**config.mk**
```make
export PLATFORM = sky130hd
export DESIGN_NAME = btb_update_ctrl
export DESIGN_NICKNAME = d
export VERILOG_FILES = /design/src/rtl/btb_pkg.sv /design/src/rtl/btb_upd_fifo.sv /design/src/rtl/btb_update_ctrl.sv
export SDC_FILE = /design/constraint.sdc
export NUM_CORES = 1
export LEC_CHECK = 0
export BUFFER_PORTS_ARGS = -buffer_cell sky130_fd_sc_hd__buf_2
export CORE_ASPECT_RATIO = 1.1
export CORE_MARGIN = 4
export CORE_UTILIZATION = 50
export DETAILED_ROUTE_END_ITERATION = 12
export HOLD_SLACK_MARGIN = 0.05
export PLACE_DENSITY = 0.69
export SYNTH_ARGS = -nofsm -noshare
export SYNTH_HDL_FRONTEND = slang
export SYNTH_SLANG_ARGS = --single-unit
```
**constraint.sdc**
```tcl
create_clock -name clk -period 3.1 [get_ports clk]
set_input_delay 0.155 -clock clk [delete_from_list [all_inputs] [get_ports clk]]
set_output_delay 0.155 -clock clk [all_outputs]
set_load 0.05 [all_outputs]
```
**src/rtl/btb_pkg.sv**
```systemverilog
// Shared types and defaults for the BTB update controller.
package btb_pkg;
  localparam int BTB_SIZE_DEF = 32;
  localparam int QDEPTH_DEF   = 4;
  localparam int IDX_W        = 16;
  localparam int ADDR_W       = 32;

  typedef enum logic [1:0] {SWEEP, IDLE, DRAIN} btb_state_e;

  // idx is wide enough for any supported BTB_SIZE; the top uses the low INDEX_BITS
  typedef struct packed {
    logic [IDX_W-1:0]  idx;
    logic [ADDR_W-1:0] target;
    logic              taken;
  } btb_upd_t;
endpackage

```
**src/rtl/btb_upd_fifo.sv**
```systemverilog
// Circular update queue with clear and an optional tail-overwrite port.
module btb_upd_fifo
  import btb_pkg::*;
#(
  parameter int QDEPTH = QDEPTH_DEF,
  localparam int PW = $clog2(QDEPTH),
  localparam int CW = PW + 1
) (
  input  logic          clk,
  input  logic          rst,
  input  logic          clr,
  input  logic          push,
  input  logic          ovr,
  input  logic          pop,
  input  btb_upd_t      din,
  output btb_upd_t      head,
  output btb_upd_t      tail,
  output logic          full,
  output logic          empty,
  output logic [CW-1:0] count
);
  btb_upd_t        r_mem [QDEPTH];
  logic [PW-1:0]   r_wp, r_rp;
  logic [CW-1:0]   r_cnt;
  logic [PW-1:0]   w_tail_ptr, w_wr_ptr;

  assign w_tail_ptr = r_wp - PW'(1);
  assign w_wr_ptr   = ovr ? w_tail_ptr : r_wp;
  assign head  = r_mem[r_rp];
  assign tail  = r_mem[w_tail_ptr];
  assign count = r_cnt;
  assign full  = (r_cnt == CW'(QDEPTH));
  assign empty = (r_cnt == '0);

  always_ff @(posedge clk) begin
    if ((push || ovr) && !clr) r_mem[w_wr_ptr] <= din;
  end

  always_ff @(posedge clk or posedge rst) begin
    if (rst) begin
      r_wp  <= '0;
      r_rp  <= '0;
      r_cnt <= '0;
    end else if (clr) begin
      r_wp  <= '0;
      r_rp  <= '0;
      r_cnt <= '0;
    end else begin
      if (push) r_wp <= r_wp + PW'(1);
      if (pop)  r_rp <= r_rp + PW'(1);
      r_cnt <= r_cnt + CW'(push) - CW'(pop);
    end
  end
endmodule

```
**src/rtl/btb_update_ctrl.sv**
```systemverilog
// Serialises resolved-branch updates and whole-BTB flush sweeps onto one write port.
// Optional BTB_UPD_COALESCE_EN: a push hitting the tail entry's index overwrites it.
module btb_update_ctrl
  import btb_pkg::*;
#(
  parameter int BTB_SIZE = BTB_SIZE_DEF,
  parameter int QDEPTH   = QDEPTH_DEF,
  localparam int INDEX_BITS = $clog2(BTB_SIZE),
  localparam int CW = $clog2(QDEPTH) + 1
) (
  input  logic                  clk,
  input  logic                  rst,
  input  logic                  upd_valid,
  input  logic [31:0]           upd_pc,
  input  logic [31:0]           upd_target,
  input  logic                  upd_taken,
  output logic                  upd_ready,
  input  logic                  flush_req,
  output logic                  wr_en,
  output logic [INDEX_BITS-1:0] wr_idx,
  output logic [31:0]           wr_target,
  output logic                  wr_valid,
  output logic                  busy,
  output logic                  sweep_done
);
  localparam logic [INDEX_BITS-1:0] K_LAST = INDEX_BITS'(BTB_SIZE - 1);

  btb_state_e            r_state, w_state_nxt;
  logic [INDEX_BITS-1:0] r_k, w_k_nxt;
  logic                  r_wr_en, r_wr_valid, r_sweep_done;
  logic [INDEX_BITS-1:0] r_wr_idx;
  logic [31:0]           r_wr_target;
  logic                  w_wr_en, w_wr_valid, w_sweep_done;
  logic [INDEX_BITS-1:0] w_wr_idx;
  logic [31:0]           w_wr_target;

  btb_upd_t              w_push_ent, w_head, w_tail;
  logic                  w_full, w_empty, w_accept, w_push, w_pop, w_ovr;
  logic [CW-1:0]         w_count, w_cnt_nxt;

  assign upd_ready  = ~w_full;
  assign w_accept   = upd_valid & upd_ready;
  assign w_push_ent = '{idx: IDX_W'(upd_pc[INDEX_BITS+1:2]), target: upd_target, taken: upd_taken};
  assign w_pop      = (r_state == DRAIN) & ~flush_req;

`ifdef BTB_UPD_COALESCE_EN
  // the tail may only be rewritten if it is not also the entry leaving this cycle
  assign w_ovr = w_accept & ~flush_req & ~w_empty & ~(w_pop & (w_count == CW'(1)))
               & (w_tail.idx == w_push_ent.idx);
`else
  assign w_ovr = 1'b0;
`endif

  assign w_push    = w_accept & ~w_ovr & ~flush_req;
  assign w_cnt_nxt = w_count + CW'(w_push) - CW'(w_pop);

  btb_upd_fifo #(.QDEPTH(QDEPTH)) u_fifo (
    .clk(clk), .rst(rst), .clr(flush_req),
    .push(w_push), .ovr(w_ovr), .pop(w_pop), .din(w_push_ent),
    .head(w_head), .tail(w_tail), .full(w_full), .empty(w_empty), .count(w_count)
  );

  always_comb begin
    w_state_nxt  = r_state;
    w_k_nxt      = r_k;
    w_wr_en      = 1'b0;
    w_wr_idx     = r_wr_idx;
    w_wr_target  = r_wr_target;
    w_wr_valid   = r_wr_valid;
    w_sweep_done = 1'b0;
    if (flush_req) begin
      w_state_nxt = SWEEP;
      w_k_nxt     = '0;
    end else begin
      case (r_state)
        SWEEP: begin
          w_wr_en     = 1'b1;
          w_wr_idx    = r_k;
          w_wr_target = '0;
          w_wr_valid  = 1'b0;
          w_k_nxt     = r_k + 1'b1;
          if (r_k == K_LAST) begin
            w_sweep_done = 1'b1;
            w_state_nxt  = (w_cnt_nxt != '0) ? DRAIN : IDLE;
          end
        end
        IDLE: if (w_push) w_state_nxt = DRAIN;
        DRAIN: begin
          w_wr_en     = 1'b1;
          w_wr_idx    = w_head.idx[INDEX_BITS-1:0];
          w_wr_target = w_head.taken ? w_head.target : '0;
          w_wr_valid  = w_head.taken;
          if (w_cnt_nxt == '0) w_state_nxt = IDLE;
        end
        default: w_state_nxt = SWEEP;
      endcase
    end
  end

  always_ff @(posedge clk or posedge rst) begin
    if (rst) begin
      r_state      <= SWEEP;
      r_k          <= '0;
      r_wr_en      <= 1'b0;
      r_wr_idx     <= '0;
      r_wr_target  <= '0;
      r_wr_valid   <= 1'b0;
      r_sweep_done <= 1'b0;
    end else begin
      r_state      <= w_state_nxt;
      r_k          <= w_k_nxt;
      r_wr_en      <= w_wr_en;
      r_wr_idx     <= w_wr_idx;
      r_wr_target  <= w_wr_target;
      r_wr_valid   <= w_wr_valid;
      r_sweep_done <= w_sweep_done;
    end
  end

  assign wr_en      = r_wr_en;
  assign wr_idx     = r_wr_idx;
  assign wr_target  = r_wr_target;
  assign wr_valid   = r_wr_valid;
  assign sweep_done = r_sweep_done;
  assign busy       = (r_state != IDLE);

  logic w_unused;
  assign w_unused = &{1'b0, upd_pc[31:INDEX_BITS+2], upd_pc[1:0],
                      w_head.idx[IDX_W-1:INDEX_BITS], w_tail, w_empty};
endmodule
```
# --- After elaboration in Yosys (flattened, before gate mapping) ---
# Memory sizes are Yosys's and may differ from the RTL's.
# Index checks and enable logic that the tools add are counted.
totals:
  ram_bits: 152
  ff_bits: 54
  in_bits: 69
  memories: 1
  elab_cells: 65
classes:
  n_eq_ne: 8
  bitwise_logic: 5
  n_reduce_logical: 12
  n_addsub: 5
  n_mux: 24
memory_table:
  columns: ["name", "depth", "word_bits", "rd", "rd_clocked_by_memory_dff", "wr", "line", "text"]
  rows:
  - ["u_fifo.r_mem", 4, 38, 1, 0, 1, "btb_upd_fifo.sv:22", "btb_upd_t r_mem [QDEPTH];"]
ops:
  columns: ["op", "n"]
  rows:
  - ["32-bit case mux with 2 select lines", 1]
  - ["32-bit 2-to-1 mux", 1]
  - ["2-bit 2-to-1 mux", 9]
  - ["5-bit 2-to-1 mux", 2]
  - ["5-bit case mux with 2 select lines", 1]
  - ["2-bit nonzero test", 4]
  - ["1-bit 2-to-1 mux", 7]
  - ["3-bit by 2-bit inequality test with 1-bit output, second input constant", 2]
  - ["2-bit case mux with 3 select lines", 1]
  - ["5-bit by 1-bit adder with 5-bit output, second input constant", 1]
  - ["5-bit == test, second input constant", 1]
  - ["2-bit by 1-bit adder with 2-bit output, second input constant", 2]
  - ["3-bit by 1-bit adder with 3-bit output", 1]
  - ["1-bit AND", 3]
  - ["3-bit == test, second input constant", 1]
  - ["3-bit logical NOT", 1]
  - ["3-bit 2-to-1 mux", 1]
  - ["3-bit inequality test, second input constant", 1]
  - ["3-bit AND reduction", 1]
  - ["3-bit nonzero test", 1]
  - ["3-bit by 1-bit subtractor with 3-bit output", 1]
  - ["2-bit by 1-bit == test with 1-bit output, second input constant", 1]
  - ["2-bit == test, second input constant", 1]
  - ["2-bit logical NOT", 1]
  - ["7 further kinds", 8]

# --- Longest topological paths before layout ---
# Gate-level depths: netlist of run 1.
depth:
  word_depth: 11
  ltp_mapped: 13

# --- Hierarchy ---
# From an unflattened synthesis of run 1, not the netlist that was laid out.
hier_totals:
  hier_cells: 510
  hier_area_um2: 10627.7
by_module_without_submodules:
  columns: ["module", "instances", "area_per_inst_um2", "cells_each", "seq_area_each_um2"]
  rows:
  - ["btb_upd_fifo", 1, 8682.1, 360, 6060.8]
  - ["btb_update_ctrl", 1, 1945.6, 150, 1176.1]

# --- Worst setup path before layout of run 1 ---
# No wires, ideal clock.
synth_timing:
  path_type: "reg-to-reg"
  start: "register r_state[0]"
  end: "register r_state[1]"
  slack_ns: 0.689
  synth_period_minus_slack_ns: 2.411
  stages_incl_launch_ff: 13
  n_path_buf: 1
  arrival_time_ns: 2.267
  setup_time_ns: 0.145
  path_cell_list: "dfrtp_1 -> or2_1 -> buf_2 -> clkinv_1 -> and2_1 -> ha_1 -> inv_1 -> ha_1 -> inv_1 -> fa_1 -> xor3_1 -> nor3b_1 -> o32ai_1"
synth_between:
  elab_chain_len: 8
  word_cells_on_any_way: 15
  classes_between: "add/sub (1); eq/ne (5); mux (4); bitwise (1); reduce/logical (4)"
synth_rtl:
  columns: ["item", "line", "text"]
  rows:
  - ["start: declaration", "btb_update_ctrl.sv:28", "btb_state_e r_state, w_state_nxt;"]
  - ["start signal: assignment", "btb_update_ctrl.sv:110", "r_state <= w_state_nxt;"]
  - ["2-bit == test", "btb_update_ctrl.sv:44, btb_update_ctrl.sv:75", null]
  - ["1-bit AND", "btb_update_ctrl.sv:44", "assign w_pop = (r_state == DRAIN) & ~flush_req;"]
  - ["3-bit by 1-bit subtractor with 3-bit output", "btb_update_ctrl.sv:55", "assign w_cnt_nxt = w_count + CW'(w_push) - CW'(w_pop);"]
  - ["3-bit nonzero test", "btb_update_ctrl.sv:84", "w_state_nxt = (w_cnt_nxt != '0) ? DRAIN : IDLE;"]
  - ["2-bit 2-to-1 mux", "btb_update_ctrl.sv:84", null]
  - ["2-bit 2-to-1 mux", "btb_update_ctrl.sv:82", "if (r_k == K_LAST) begin"]
  - ["2-bit case mux with 3 select lines", "btb_update_ctrl.sv:75", "case (r_state)"]
  - ["2-bit 2-to-1 mux", "btb_update_ctrl.sv:71", "if (flush_req) begin"]
# Parallel ways exist; a longest one is shown, timed or not. The select of a mux whose other input is x is not followed.
# A chain may end at the register's enable or synchronous reset.

# --- Worst setup path after layout of run 1 ---
# Same ends and word-level chain as after synthesis.

==> results of run 1 <==
-- per-stage QoR --
step / setup WS [ps] / utilization [%] / cell area [um2]
after floorplan: 689 / - / 8050
after global routing: 164 / 61.7 / 9710
after detailed placement: 347 / 55.0 / 8650
after CTS: 332 / 61.7 / 9710
after global placement: 412 / 55.0 / 8650
final: 332 / 61.7 / 9710
-- kinds of logic (layout without fill, tap and decap cells) --
logic type,after synthesis,count (layout)
fa+ha+maj,9,9
compound gates,54,54
mux,43,43
buf+inv,66,218
simple gates,74,74
flops,206,206
xor+xnor,4,4
-- where the power goes --
part	leakage, uW	internal (uW)	switching [uW]	total (uW)
registers	0.00212	3050	23.2	3070
clock network	0.000316	1370	957	2330
logic	0.00132	123	177	300
-- worst register-to-register path, stage by stage (launching register included) --
cell and delay [ps]:
dfrtp_1 530, or2_2 190, clkinv_1 200, and2_1 240, ha_1 280, inv_1 50, ha_1 120, inv_1 50
fa_1 360, xor3_1 210, nor3b_1 290, o32ai_1 120
-- sequential cells by signal (all words and copies together), names as in the netlist --
| signal | count |
|---|---|
| u_fifo.r_wp | 2 |
| wr_target | 32 |
| r_k | 5 |
| sweep_done | 1 |
| wr_valid | 1 |
| u_fifo.r_rp | 2 |
| wr_idx | 5 |
| r_state | 2 |
| u_fifo.r_mem | 152 |
| u_fifo.count | 3 |
| wr_en | 1 |
-- synth_stat cells, drive strengths merged, types with 2 or more instances --
library cell  count
nand2            39
o31ai            33
dfrtp            54
and2              5
nor2             11
a21oi            10
nor3b             4
o21ai             6
nand3             3
mux4             37
ha                8
edfxtp          152
nand2b            3
buf              19
mux2i             6
or2               3
inv              40
clkbuf            6
nor2b             2
xnor2             2
-- worst paths after layout --
check | slack, ps | start | end | cells past startpoint
setup / recovery | 330 | r_state[0] | r_state[1] | 11
setup reg to reg | 330 | r_state[0] | r_state[1] | 11
min in group clk | 430 | upd_target[26] | u_fifo.r_mem[0][27] | 2
hold / removal | 270 | rst | wr_target[11] | 3
hold reg to reg | 470 | wr_target[26] | wr_target[26] | 2
max in group asynchronous | 2090 | rst | r_k[0] | 4
-- metal layers --
| layer | up-vias | wire length [um] |
|---|---|---|
| met1 | 2126 | 6150 |
| met2 | 106 | 7470 |
| met4 | 0 | 300 |
| met3 | 26 | 766 |
| met5 | - | 0 |
| li1 | 1991 | - |
-- cells in the final DEF, fill, tap and decap left out, types with 2 or more instances in the layout --
master | synthesis | layout
clkbuf_1 | 4 | 4
dfrtp_2 | 0 | 2
inv_1 | 40 | 39
nand3_1 | 3 | 3
buf_2 | 10 | 83
and2_2 | 0 | 4
nor3b_1 | 4 | 4
edfxtp_1 | 152 | 152
o31ai_1 | 33 | 33
mux2i_1 | 6 | 6
mux4_1 | 5 | 5
buf_4 | 2 | 16
mux4_2 | 32 | 32
dlygate4sd3_1 | 0 | 41
nor2b_1 | 2 | 2
clkinv_1 | 1 | 4
a21oi_1 | 10 | 10
xnor2_1 | 2 | 2
clkbuf_16 | 0 | 21
clkbuf_8 | 1 | 2
clkinv_2 | 0 | 5
ha_1 | 8 | 8
dfrtp_1 | 54 | 52
nand2_1 | 39 | 39
or2_2 | 2 | 3
nor2_1 | 11 | 11
o21ai_0 | 5 | 5
nand2b_1 | 3 | 3
-- repair_timing --
action                    4_1_cts  5_1_grt
hold endpoints to repair      182        0
setup buffers                   0        0
hold buffers                   41        0
-- layout make-up --
cell class	count	area, um2
Fill cell	1181	6030
Sequential cell	206	5920
Multi-Input combinational cell	184	1800
Timing Repair Buffer	140	946
Clock buffer	27	568
Tap cell	200	250
Inverter	41	154
Clock inverter	10	73.8
==> flow_summary_export.csv, run 1 <==
group,metric,value,unit
status,outcome,"finished clean",
finish,stdcell_count,808,
cts,numCtsBuffers,21,
global_route,met3_usage,3.07,%
synth,syn_nets,534,
synth,synth_xor_area_share,0.622,%
synth,syn-cell-area,0.00805,mm2
floorplanning,fp.dieH,141,um
synth,synth_compound_area_share,4.59,%
cts,clk_latency,480,ps
finish,drive_gt1_share,28.3,%
timing,fin_skew,6.26,ps
timing,tightest_slew,832,ps
timing,post-route-period-util,89.3,%
synth,syn_inst,456,
synth,synth_area_leaders,"edfxtp_1, dfrtp_1, mux4_2",
synth,yosysSeqAreaShare,73.5,%
drt,drtAntennaViolNets,0,
synth,synth_cell_types,41,
global_route,gr-total-overflow,0,
synth,synth_warnings,0,
placed_design,dp_cells,730,
setup_path,critical_path_buf_inv_count,3,
synth,muxShareOfSynthArea,11.3,%
setup_path,cp_slowest_stage_delay,530,ps
floorplanning,core-area,0.0157,mm2
global_route,grt_usage,16.8,%
cts,cts_tree,"done",
cts,post_cts_resized,0,
synth,synth_flop_cell,"edfxtp_1",
timing,setup_tns,0,ps
timing,post-route-min-period,2770,ps
cts,clock-root-buffer,"clkbuf_16",
global_route,grt_use_met1,23.0,%
floorplanning,rows,48,
cts,clk_pin_slew,60,ps
global_route,grt_max_degree,70,
power,power.leakage,0.00375,uW
placed_design,hpwl,9380,um
setup_path,required,3450,ps
placed_design,place_congestion,0.742,
drt,avgViaCountPerCell,5.26,
finish,area_growth,20.6,%
timing,rsz0062_at_grt,"no",
synth,synth_edf_count,152,
timing,setup_violations,0,
setup_path,cp_max_fo,11,
synth,synth-adder-area-share,1.49,%
synth,async_flop_share,26.2,%
worst_hold_path,hold_class,"in -> async",
drt,drc,0,
setup_path,cp_top_family,"adder cells",
cts,htreeDepth,1,
timing,slew_viol_final,0,
drt,first_iter_violations,292,
timing,whs,274,ps
timing,max_freq,361,MHz
floorplanning,die_w,129,um
synth,synth-seq-cells,206,
timing,max-slew-margin-rel,44.5,%
global_route,antenna_found_initial,0,
drt,wl,14700,um
floorplanning,ioPinCount,111,
finish,final_nets,672,
global_route,grt_pass1_vias,4482,
setup_path,crit_type,"reg -> reg",
placed_design,port_buffers,83,
setup_path,crit_path_end_kind,"register",
floorplanning,die-area,0.0182,mm2
setup_path,crit_arrival,3120,ps
global_route,global_route.peak_usage_layer,"met2",
drt,post_drt_wl_per_cell,18.2,um
synth,syn_area_per_cell,17.7,um2
cts,clk_path_buf_depth,3,
setup_path,cp-start-kind,"register",
cts,cts_sinks,206,
drt,dr.pass1.iters,4,
synth,synth-simple-area-share,4.23,%
timing,hold_viol,0,
power,powerDensity,588,mW/mm2
finish,antenna_cells,0,
power,vdd_drop_max,0.449,mV
power,p_total,5700,uW
setup_path,worst_path_max_delay_cell,"dfrtp_1",
job,cap_violations,0,
drt,vias,4249,
synth,yosys.area.top_type,"edfxtp_1",
global_route,grt_use_met2,27.9,%
floorplanning,start_util,51.2,%
synth,synth_top_family_by_area,"multiplexers",
global_route,grt_pass1_wl,23800,um
synth,yosysTopAreaCellShare,56.7,%
setup_path,path_cells,"or2_2 -> clkinv_1 -> and2_1 -> ha_1 -> inv_1 -> ha_1 -> inv_1 -> fa_1 -> xor3_1 -> nor3b_1 -> o32ai_1",
(Power assumes the default switching activity.)
==> run 2, diff against run 1 <==
--- a/config.mk
+++ b/config.mk
@@ -11,7 +11,7 @@
 export CORE_UTILIZATION = 50
 export DETAILED_ROUTE_END_ITERATION = 12
 export HOLD_SLACK_MARGIN = 0.05
-export PLACE_DENSITY = 0.69
+export PLACE_DENSITY = 0.7
 export SYNTH_ARGS = -nofsm -noshare
 export SYNTH_HDL_FRONTEND = slang
 export SYNTH_SLANG_ARGS = --single-unit
==> run 2 against run 1 <==
Effect of this change:
- clock power about the same
- highest routed layer unchanged
- sequential share of layout area up 0.15 points
- utilization fell by 0.15 points
- global-route usage increased by 0.054 points
- cell count down 0.74%
- cell area shrank 0.24%
- hold slack gained 32 ps
- flip-flop and latch count unchanged
==> flow_summary_export.csv, run 2 (synthesis gave the netlist of run 1 again) <==
group,metric,value,unit
global_route,grt_pass1_vias,4510,
setup_path,crit_type,"in -> reg",
timing,hold_viol,0,
global_route,grt_pass1_wl,24000,um
setup_path,crit_path_end_kind,"register",
cts,clock-root-buffer,"clkbuf_16",
setup_path,required,3440,ps
timing,fin_skew,7.91,ps
cts,htreeDepth,1,
setup_path,reg2reg_from,"r_state[0]",
worst_hold_path,hold_class,"in -> async",
timing,setup_violations,0,
cts,cts_tree,"done",
floorplanning,core-area,0.0157,mm2
timing,slew_viol_final,0,
floorplanning,start_util,51.2,%
global_route,grt_usage,16.8,%
cts,clk_path_buf_depth,3,
cts,clk_latency,480,ps
finish,drive_gt1_share,27.4,%
setup_path,worstSetupStartpoint,"flush_req",
placed_design,port_buffers,83,
timing,post-route-min-period,2830,ps
floorplanning,die-area,0.0182,mm2
cts,clk_pin_slew,60,ps
timing,post-route-period-util,91.4,%
global_route,gr-total-overflow,0,
timing,rsz0062_at_grt,"no",
drt,dr.pass1.iters,4,
power,vdd_drop_max,0.647,mV
finish,layout_commonest_cell,"edfxtp_1",
setup_path,cp-start-kind,"input port",
status,outcome,"finished clean",
drt,drtAntennaViolNets,0,
floorplanning,die_w,129,um
timing,setup_tns,0,ps
finish,area_growth,20.3,%
placed_design,place_congestion,0.738,
power,powerDensity,591,mW/mm2
drt,vias,4249,
finish,largest_register_ff_count,152,
global_route,grt_max_degree,70,
job,cap_violations,0,
drt,post_drt_wl_per_cell,18.3,um
cts,cts_setup_buffers,0,
drt,first_iter_violations,264,
finish,nFillCells,1171,
cts,numCtsBuffers,20,
finish,final_nets,666,
floorplanning,rows,48,
drt,wl,14600,um
setup_path,cp_max_fo,18,
power,power.leakage,0.00373,uW
placed_design,hpwl,8880,um
global_route,antenna_found_initial,0,
floorplanning,ioPinCount,111,
placed_design,place_worst_setup_slack,330,ps
timing,max-slew-margin-rel,44.8,%
finish,antenna_cells,0,
drt,drc,0,
setup_path,crit_arrival,3180,ps
timing,timing.final.ws_setup,266,ps
floorplanning,fp.dieH,141,um
setup_path,cp_slowest_stage_delay,520,ps
timing,max_freq,353,MHz
finish,final_cell_mix,"edfxtp_1, buf_2, dfrtp_1",
cts,cts_sinks,206,
drt,avgViaCountPerCell,5.30,
finish,top_register,"u_fifo.r_mem",
timing,tightest_slew,828,ps
setup_path,worst_path_max_delay_cell,"dlygate4sd3_1",
setup_path,path_cells,"dlygate4sd3_1 -> buf_2 -> or2_2 -> clkinv_1 -> and2_1 -> ha_1 -> inv_1 -> ha_1 -> inv_1 -> fa_1 -> xor3_1 -> nor3b_1 -> o32ai_1",
## run 2: stage by stage
stage                     instances  hold slack, ps  utilization (%)  area [um2]  total power, uW
final                           802             306             61.5        9680             5730
after global routing            802             367             61.5        9680             5930
after CTS                       802             341             61.5        9680             5790
after detailed placement        725             289             54.8        8630             3390
after global placement          725             269             54.8        8630             3380
after floorplan                 456             254                -        8050             3280
## run 2: repair_timing
| item | in CTS | in global routing |
|---|---|---|
| hold buffers | 41 | 0 |
| endpoints found under the hold margin | 181 | 0 |
| gates resized for setup | 0 | 0 |
## run 2: cell type report
type	count	area (um2)	share of cell area, %
repair buffers	135	921	9.51
inverters	41	154	1.59
flip-flops and latches	206	5920	61.1
multi-input cells	184	1800	18.6
well taps	200	250	2.58
clock inverters	8	91.3	0.943
clock buffers	28	552	5.70
## run 2: power breakdown
part | switching, uW | leakage (uW) | internal [uW]
Sequential | 23.2 | 0.00212 | 3050
Clock | 943 | 0.000313 | 1410
Combinational | 176 | 0.00130 | 120
## run 2: worst paths after layout
| kind | cells after the start | slack (ps) | endpoint |
|---|---|---|---|
| worst max-delay path | 13 | 270 | r_state[1] |
| worst min-delay path | 3 | 310 | wr_target[14] |
| worst max register to register | 11 | 280 | r_state[1] |
| worst min register to register | 2 | 470 | wr_target[7] |
| max in group asynchronous | 4 | 2070 | u_fifo.r_rp[0] |
| min in group clk | 2 | 420 | u_fifo.r_mem[2][15] |
## run 2: per-layer routing
layer	vias up	wire (um)	global-route usage [%]
met4	0	205	4.09
li1	1985	-	-
met2	94	7380	28.1
met1	2152	6380	23.2
met5	-	0	0
met3	18	680	2.99
## run 2: worst max-delay path, delay by kind of cell
family	cells	cell delay, ps
AND/OR/NAND/NOR	3	730
buffers and inverters	5	1160
AO/OA/AOI/OAI	1	150
adder cells (fa/ha/maj)	3	770
XOR/XNOR	1	200
==> run 3, diff against run 2 <==
--- a/config.mk
+++ b/config.mk
@@ -11,7 +11,8 @@
 export CORE_UTILIZATION = 50
 export DETAILED_ROUTE_END_ITERATION = 12
 export HOLD_SLACK_MARGIN = 0.05
-export PLACE_DENSITY = 0.7
+export PLACE_DENSITY = 0.71
 export SYNTH_ARGS = -nofsm -noshare
 export SYNTH_HDL_FRONTEND = slang
+export SYNTH_HIERARCHICAL = 1
 export SYNTH_SLANG_ARGS = --single-unit
==> constraint.sdc (replaced) <==
create_clock -name clk -period 2.4 [get_ports clk]
set_input_delay 0.12 -clock clk [delete_from_list [all_inputs] [get_ports clk]]
set_output_delay 0.12 -clock clk [all_outputs]
set_load 0.05 [all_outputs]
==> run 3 against run 2 <==
Effect of this change:
- first-iteration DRC count fell by 28%
- utilization rose by 2.0 points
- critical path depth fell by 5
- combinational power rose by 32%
- flip-flop and latch count did not move
- die area fell by 1.8%
- largest power group unchanged
==> flow_summary_export.csv, run 3 <==
group,metric,value,unit
cts,clk_pin_slew,60,ps
setup_path,cp_top_family,"simple AND/OR/NAND/NOR gates",
worst_hold_path,hold_class,"in -> async",
drt,vias,4081,
timing,rsz0062_at_grt,"no",
setup_path,required,2780,ps
timing,max-slew-margin-rel,46.9,%
timing,whs,141,ps
power,vdd_drop_max,0.618,mV
power,swShare,20.0,%
floorplanning,ioPinCount,111,
setup_path,cp_slowest_stage_delay,420,ps
power,p_switching,1470,uW
floorplanning,core-area,0.0153,mm2
drt,wl,14800,um
drt,drtAntennaViolNets,0,
finish,antenna_cells,0,
finish,nFillCells,1086,
setup_path,crit_type,"reg -> reg",
cts,clock-root-buffer,"clkbuf_16",
status,outcome,"finished clean",
power,p_int,5890,uW
drt,first_iter_violations,189,
cts,clk_path_buf_depth,3,
timing,timing.final.ws_setup,76.3,ps
synth,syn-cell-area,0.00789,mm2
finish,final_cell_mix,"edfxtp_1, buf_2, dfrtp_1",
power,clkPwrFrac,40.7,%
finish,area_growth,23.1,%
timing,post-route-period-util,96.8,%
synth,syn_inst,397,
finish,layout_commonest_cell,"edfxtp_1",
timing,post-route-min-period,2320,ps
placed_design,place_worst_setup_slack,44.3,ps
cts,cts_sinks,206,
finish,final_nets,619,
setup_path,crit_arrival,2710,ps
power,p_seq_share,54.0,%
power,power.leakage,0.00370,uW
placed_design,port_buffers,83,
drt,post_drt_wl_per_cell,19.7,um
cts,cts_tree,"done",
timing,max_freq,430,MHz
drt,avgViaCountPerCell,5.42,
power,powerDensity,758,mW/mm2
job,cap_violations,0,
global_route,antenna_found_initial,0,
global_route,grt_pass1_wl,24000,um
floorplanning,die_w,128,um
global_route,grt_usage,17.2,%
timing,hold_viol,0,
floorplanning,die-area,0.0179,mm2
setup_path,critical_path_buf_inv_count,1,
setup_path,cp_max_fo,3,
cts,htreeDepth,1,
synth,syn_area_per_cell,19.9,um2
global_route,grt_pass1_vias,4404,
drt,drc,0,
finish,top_register,"u_fifo/r_mem",
cts,numCtsBuffers,21,
cts,clk_latency,490,ps
setup_path,cp-start-kind,"register",
floorplanning,start_util,51.6,%
placed_design,place_congestion,0.781,
setup_path,crit_path_end_kind,"register",
setup_path,worst_path_max_delay_cell,"fa_1",
power,power_frac_comb,5.3,%
finish,largest_register_ff_count,152,
timing,tightest_slew,796,ps
global_route,gr-total-overflow,0,
synth,synth_warnings,6,
timing,slew_viol_final,0,
finish,drive_gt1_share,34.1,%
floorplanning,rows,47,
placed_design,hpwl,8940,um
floorplanning,fp.dieH,140,um
timing,setup_violations,0,
timing,fin_skew,12.1,ps
global_route,grt_max_degree,44,
setup_path,path_cells,"or2_2 -> inv_4 -> and2_2 -> xor2_1 -> ha_2 -> fa_1 -> or3_1 -> o32ai_1",
drt,dr.pass1.iters,4,
timing,setup_tns,0,ps
-- run 3: worst reg2reg max path: stages, from the launching register on --
cell,delay [ps]
dfrtp_1,370
or2_2,330
inv_4,60
and2_2,160
xor2_1,160
ha_2,200
fa_1,420
or3_1,390
o32ai_1,120
-- run 3: cell type report --
class | instances | area [um2] | share of cell area, %
clock buffer | 29 | 576 | 5.92
clock inverter | 8 | 60.1 | 0.618
inverter | 8 | 35.0 | 0.361
multi-input combinational | 160 | 1850 | 19.1
sequential | 206 | 5920 | 60.9
tap | 196 | 245 | 2.52
timing repair buffer | 146 | 1030 | 10.6
-- run 3: metal layers --
layer	wire length [um]	GRT usage, %
met1	6190	23.0
met2	7660	29.3
met5	0	0
met3	778	3.49
met4	207	4.36
-- run 3: power groups by stage --
stage	Clock [uW]	Combinational (uW)	Sequential, uW
after global routing	3240	430	3990
after CTS	3080	396	3980
after global placement	0	332	4040
after detailed placement	0	341	4050
after floorplan	0	182	4060
final	2990	390	3980
-- run 3: what timing repair did --
action | in CTS | in global routing
endpoints found under the setup margin | 0 | 1
setup buffers | 0 | 0
resized for setup | 0 | 1
hold buffers | 41 | 0
hold endpoints to repair | 192 | 0
-- run 3: final timing paths --
path                                 from             endpoint  slack (ps)  cells past startpoint
min reg2reg                     wr_idx[4]            wr_idx[4]         470                      2
min                                   rst       u_fifo/r_wp[0]         140                      3
max in group asynchronous             rst        wr_target[13]        1460                      4
max reg2reg                    r_state[0]           r_state[0]          80                      8
min in group clk           upd_target[14]  u_fifo/r_mem[3][15]         380                      2
max                            r_state[0]           r_state[0]          80                      8
-- run 3: metrics by stage --
step | total power (uW) | instance area [um2] | std cells | util (%)
5_1_grt | 7660 | 9710 | 753 | 63.5
3_5_place_dp | 4390 | 8670 | 675 | 56.7
4_1_cts | 7460 | 9710 | 753 | 63.5
6_report | 7360 | 9710 | 753 | 63.5
3_3_place_gp | 4380 | 8670 | 675 | 56.7
2_1_floorplan | 4250 | 7980 | 402 | -
